$ cat config.mk
export PLATFORM = sky130hd
export DESIGN_NAME = boss_palette_arbiter
export DESIGN_NICKNAME = d
export VERILOG_FILES = /design/src/rtl/boss_palette_arbiter.sv
export SDC_FILE = /design/constraint.sdc
export NUM_CORES = 1
export LEC_CHECK = 0
export ABC_CLOCK_PERIOD_IN_PS = 6700
export BUFFER_PORTS_ARGS = -buffer_cell sky130_fd_sc_hd__buf_2
export CAP_MARGIN = 20
export CORE_ASPECT_RATIO = 1.5
export CORE_MARGIN = 8
export CORE_UTILIZATION = 54
export CTS_CLUSTER_SIZE = 25
export DETAILED_ROUTE_END_ITERATION = 6
export GPL_TIMING_DRIVEN = 0
export PLACE_DENSITY = 0.84
export SYNTH_ARGS = -nofsm -noshare
export SYNTH_HDL_FRONTEND = slang
export SYNTH_SLANG_ARGS = --single-unit
$ cat constraint.sdc
create_clock -name Clk -period 6.7 [get_ports Clk]
set_clock_uncertainty 0.1 [all_clocks]
set_input_delay 1.34 -clock Clk [delete_from_list [all_inputs] [get_ports Clk]]
set_output_delay 1.34 -clock Clk [all_outputs]
set_load 0.05 [all_outputs]
$ cat src/rtl/boss_palette_arbiter.sv
// Round-robin share of the boss palette lookup among up to four sprite requesters.
// Registers the looked-up colour with the winner's ID and runs the damage-flash FSM.
//
// Ports:
//   Clk, Reset          clock, async active-high reset
//   req[NUM_REQ]        per-requester level request
//   idx[4*NUM_REQ]      palette index per requester (k uses [4k+3:4k])
//   en                  arbitration enable
//   flash_start         pulse: start/restart damage flash
//   gnt[NUM_REQ]        one-hot grant (combinational)
//   pal_index[4]        index to palette ROM (combinational)
//   pal_red/green/blue  ROM result for pal_index, same cycle
//   rgb[12], rgb_valid, rgb_id[2]   registered result
//   flashing            registered, high while in FLASH
module boss_palette_arbiter #(
  parameter int          NUM_REQ      = 4,
  parameter logic [15:0] FLASH_CYCLES = 16'd50000
) (
  input  logic                   Clk,
  input  logic                   Reset,
  input  logic [NUM_REQ-1:0]     req,
  input  logic [4*NUM_REQ-1:0]   idx,
  input  logic                   en,
  input  logic                   flash_start,
  output logic [NUM_REQ-1:0]     gnt,
  output logic [3:0]             pal_index,
  input  logic [3:0]             pal_red,
  input  logic [3:0]             pal_green,
  input  logic [3:0]             pal_blue,
  output logic [11:0]            rgb,
  output logic                   rgb_valid,
  output logic [1:0]             rgb_id,
  output logic                   flashing
);

  typedef enum logic {
    IDLE  = 1'b0,
    FLASH = 1'b1
  } state_t;

  localparam logic [3:0] FLASH_IDX = 4'd7;

  state_t      r_state;
  state_t      w_state_nxt;
  logic [15:0] r_cnt;
  logic [15:0] w_cnt_nxt;
  logic [1:0]  r_ptr;
  logic [1:0]  w_ptr_nxt;
  logic        w_any;
  logic [1:0]  w_win;
  logic [3:0]  w_raw_idx;

  // First asserted request at or after the pointer, wrapping modulo NUM_REQ.
  always_comb begin
    w_any = 1'b0;
    w_win = 2'd0;
    if (en) begin
      for (int i = 0; i < NUM_REQ; i++) begin
        if (!w_any && req[(int'(r_ptr) + i) % NUM_REQ]) begin
          w_any = 1'b1;
          w_win = 2'((int'(r_ptr) + i) % NUM_REQ);
        end
      end
    end
  end

  always_comb begin
    gnt = '0;
    for (int k = 0; k < NUM_REQ; k++) begin
      gnt[k] = w_any && (int'(w_win) == k);
    end
  end

  assign w_raw_idx = idx[4*int'(w_win) +: 4];

  // Index 0 is the transparency key and passes through unchanged.
  always_comb begin
    pal_index = 4'd0;
    if (w_any) begin
      pal_index = w_raw_idx;
      if (w_win == 2'd0 && r_state == FLASH && w_raw_idx != 4'd0) begin
        pal_index = FLASH_IDX;
      end
    end
  end

  always_comb begin
    w_ptr_nxt = r_ptr;
    if (w_any) begin
      w_ptr_nxt = 2'((int'(w_win) + 1) % NUM_REQ);
    end
  end

  // Retrigger takes priority over expiry; cnt never goes below zero.
  always_comb begin
    w_state_nxt = r_state;
    w_cnt_nxt   = r_cnt;
    unique case (r_state)
      IDLE: begin
        if (flash_start) begin
          w_state_nxt = FLASH;
          w_cnt_nxt   = FLASH_CYCLES - 16'd1;
        end
      end
      FLASH: begin
        if (flash_start) begin
          w_cnt_nxt = FLASH_CYCLES - 16'd1;
        end else if (r_cnt == 16'd0) begin
          w_state_nxt = IDLE;
        end else begin
          w_cnt_nxt = r_cnt - 16'd1;
        end
      end
      default: begin
        w_state_nxt = IDLE;
        w_cnt_nxt   = 16'd0;
      end
    endcase
  end

  always_ff @(posedge Clk or posedge Reset) begin
    if (Reset) begin
      r_state <= IDLE;
      r_cnt   <= 16'd0;
      r_ptr   <= 2'd0;
    end else begin
      r_state <= w_state_nxt;
      r_cnt   <= w_cnt_nxt;
      r_ptr   <= w_ptr_nxt;
    end
  end

  // flashing mirrors the state register, loaded from the same next-state.
  always_ff @(posedge Clk or posedge Reset) begin
    if (Reset) begin
      flashing <= 1'b0;
    end else begin
      flashing <= (w_state_nxt == FLASH);
    end
  end

  always_ff @(posedge Clk or posedge Reset) begin
    if (Reset) begin
      rgb       <= 12'd0;
      rgb_id    <= 2'd0;
      rgb_valid <= 1'b0;
    end else begin
      rgb_valid <= w_any;
      if (w_any) begin
        rgb    <= {pal_red, pal_green, pal_blue};
        rgb_id <= w_win;
      end
    end
  end

endmodule

==> reports/metrics.yaml <==
outcome: "complete, no violations"
total_count_of_hold_check_failures_in_the_final_report: 0
layout_common_cells: "buf_2, nand2_1, dfrtp_1"
netSwitchingPower_w: 0.000217
rr_endpoint: "r_cnt[15]"
p_leak_nw: 1.18
power_frac_clock_pct: 27.1
die_area_mm2: 0.00558
grt_antenna_before_repair: 0
port_buffer_count: 59
area_growth_pct: 25.5
cellInternalPower_w: 0.000361
drive_gt1_share_pct: 27.7
worst_setup_path_startpoint: "req[0]"
critical_path_required_ns: 5.26
power.ir.vdd_worst_mv: 0.210
numClockSinks: 34
clock_path_buffers: 2
global_route.overflow_total: 0
global_route.usage.total_pct: 17.9
synth-edff-count: 0
unrepaired_setup_endpoints_after_global_routing: "false"
via_count_of_the_first_global_routing_pass: 1760
power_frac_seq_pct: 40.5
holdBufCountCts: 0
setup-violations-final: 0
layout.cells.most_common: "buf_2"
placement.cell_area_mm2: 0.00222
hold_depth: 2
final.hold.worst_slack_ns: 0.372
final.period_utilization_pct: 75.4
yosysUniqueCellTypes: 35
wl_um: 4530
power_frac_comb_pct: 32.4
cts-buffers-inserted: 5
endpoint_type_of_the_worst_setup_path: "output pin"
gp_congestion: 0.806
post-cts-setup-buffer-count: 0
rows: 26
warnings_synthesis: 0
clk_pin_slew_worst_paths_ns: 0.06
syn_nets: 244
cellPowerDensity_mw_per_mm2: 249
clk_latency_ns: 0.29
syn-mean-instance-area_um2: 9.09
worstSetupPathType: "in2out"
report.final.slew_viol_count: 0
synthesis.area_mm2: 0.00185
critical_path.startpoint_type: "input port"
clockRootBuffer: "clkbuf_8"
critPathCapture: "pal_index[2]"
period_minus_slack_ns: 5.05
max-slew-margin-rel_pct: 49.4
io_pins: 60
detail_route.wl_per_cell_um: 14.5
cells_after_synthesis: 203
die_h_um: 87.6
worstPathMaxFanout: 7
switch_share_pct: 37.6
max_cap_violations: 0
r2r_start: "r_cnt[3]"
primary_ff_master_synth: "dfrtp_1"
route.antenna.remaining_nets: 0
clock_tree.htree_level_count: 2
fmaxAchievable_mhz: 198
finish.net_count: 311
crit_path_dat_ns: 3.61
design_area_mm2: 0.00232
initial_utilization_pct: 55.1
coreArea_mm2: 0.00335
tns_ns: 0
hold_class: "reg2reg"
worstMarginPinSlew_ns: 0.753
grt_pass1_wl_um: 7980
place.detailed.hpwl_um: 3540
timing.reg2reg.setup_slack_ns: 4.08
cts_tree: "built"
seq_area_frac_synth_pct: 46.1
grt_max_degree: 21
route.vias.total: 1654
drcViolationCount: 0
synth-seq-cells: 34
dr.pass1.iters: 4
drt_iter0_drc: 70
depth_of_the_worst_register_to_register_path: 7
total_power_w: 0.000578
vias_per_cell: 5.28
async_flop_share_pct: 100
cts_resized: 0
insertedDiodeCount: 0
die_w_um: 63.7
[cell usage after synthesis (2+ instances only)]
cell type  count  area share (%)
nand2_1       46             9.4
dfrtp_1       34              46
inv_1         12             2.4
mux2i_1       12             6.5
nor2_1        12             2.4
nor3_1        10             2.7
a21oi_1        7             1.9
nand2b_1       7             2.4
o21ai_0        6             1.6
xnor2_1        6             2.8
ha_1           5             3.4
and2_1         4             1.4
clkbuf_1       4            0.81
nor4_1         4             1.4
xor2_1         4             1.9
nand3_1        3            0.81
or3_1          3             1.0
a211o_1        2            0.95
a21o_1         2            0.81
and3_1         2            0.68
nor2b_1        2            0.68
o221ai_1       2            0.95
or4_4          2             1.2
[power groups by stage]
stage | combinational [W] | clock [W] | sequential (W)
4_1_cts | 0.000189 | 0.000161 | 0.000234
5_1_grt | 0.000204 | 0.000171 | 0.000235
3_5_place_dp | 0.000189 | 0 | 0.000238
2_1_floorplan | 0.0000972 | 0 | 0.000277
6_report | 0.000187 | 0.000157 | 0.000234
3_3_place_gp | 0.000181 | 0 | 0.000236
[worst min-delay path by stage]
stage	start	to	slack, ns
2_1_floorplan	r_cnt[6]	r_cnt[6]	0.39
3_5_place_dp	rgb_id[0]	rgb_id[0]	0.36
3_3_place_gp	rgb[4]	rgb[4]	0.35
4_1_cts	rgb_id[0]	rgb_id[0]	0.37
6_report	rgb_id[0]	rgb_id[0]	0.37
5_1_grt	rgb_id[0]	rgb_id[0]	0.40
[metal layers]
metal / share of wire (%) / global-route usage [%] / up-vias
met5: 0 / 0 / -
met4: 1.6 / 6.72 / 0
met3: 5.5 / 5.76 / 7
met2: 56 / 34.5 / 41
met1: 37 / 16.9 / 791
li1: - / - / 815
[cell type report]
cell class / instances / area, µm²
Timing Repair Buffer: 60 / 323
Clock inverter: 2 / 12.5
Tap cell: 42 / 52.6
Fill cell: 281 / 1030
Multi-Input combinational cell: 150 / 918
Buffer: 7 / 31.3
Clock buffer: 6 / 82.6
Sequential cell: 34 / 851
Inverter: 12 / 45.0
[state kept, by name, indices dropped and copies added (netlist names)]
signal / cells
rgb_id: 2
rgb_valid: 1
r_ptr: 2
flashing: 1
r_cnt: 16
rgb: 12
[cell families (layout without fill, tap and decap cells)]
kind of cell | Yosys count | count (layout) | synth area share [%]
and+or+nand+nor | 99 | 99 | 25.9
DFF | 34 | 34 | 46.1
AOI/OAI and AO/OA | 24 | 24 | 9.22
buffers and inverters | 19 | 87 | 4.13
muxes | 12 | 12 | 6.51
xor gates and xnor gates | 10 | 10 | 4.75
adders and majority gates | 5 | 5 | 3.39
[critical path, cell delays in order]
cell	delay, ns
buf_2	0.12
nand2b_1	0.15
a21oi_1	0.15
o21ai_0	0.11
a221oi_2	0.65
mux2i_1	0.22
nor4_1	0.53
nor3_1	0.10
buf_2	0.23
[per-stage QoR]
| step | util (%) | std cells | setup WS (ns) |
|---|---|---|---|
| floorplan | - | 203 | 1.56 |
| global placement | 65.5 | 304 | 1.77 |
| detailed placement | 66.3 | 305 | 1.65 |
| CTS | 69.1 | 313 | 1.64 |
| global route | 69.1 | 313 | 1.46 |
| finish | 69.1 | 313 | 1.65 |
Power figures use the tool's default switching activity.
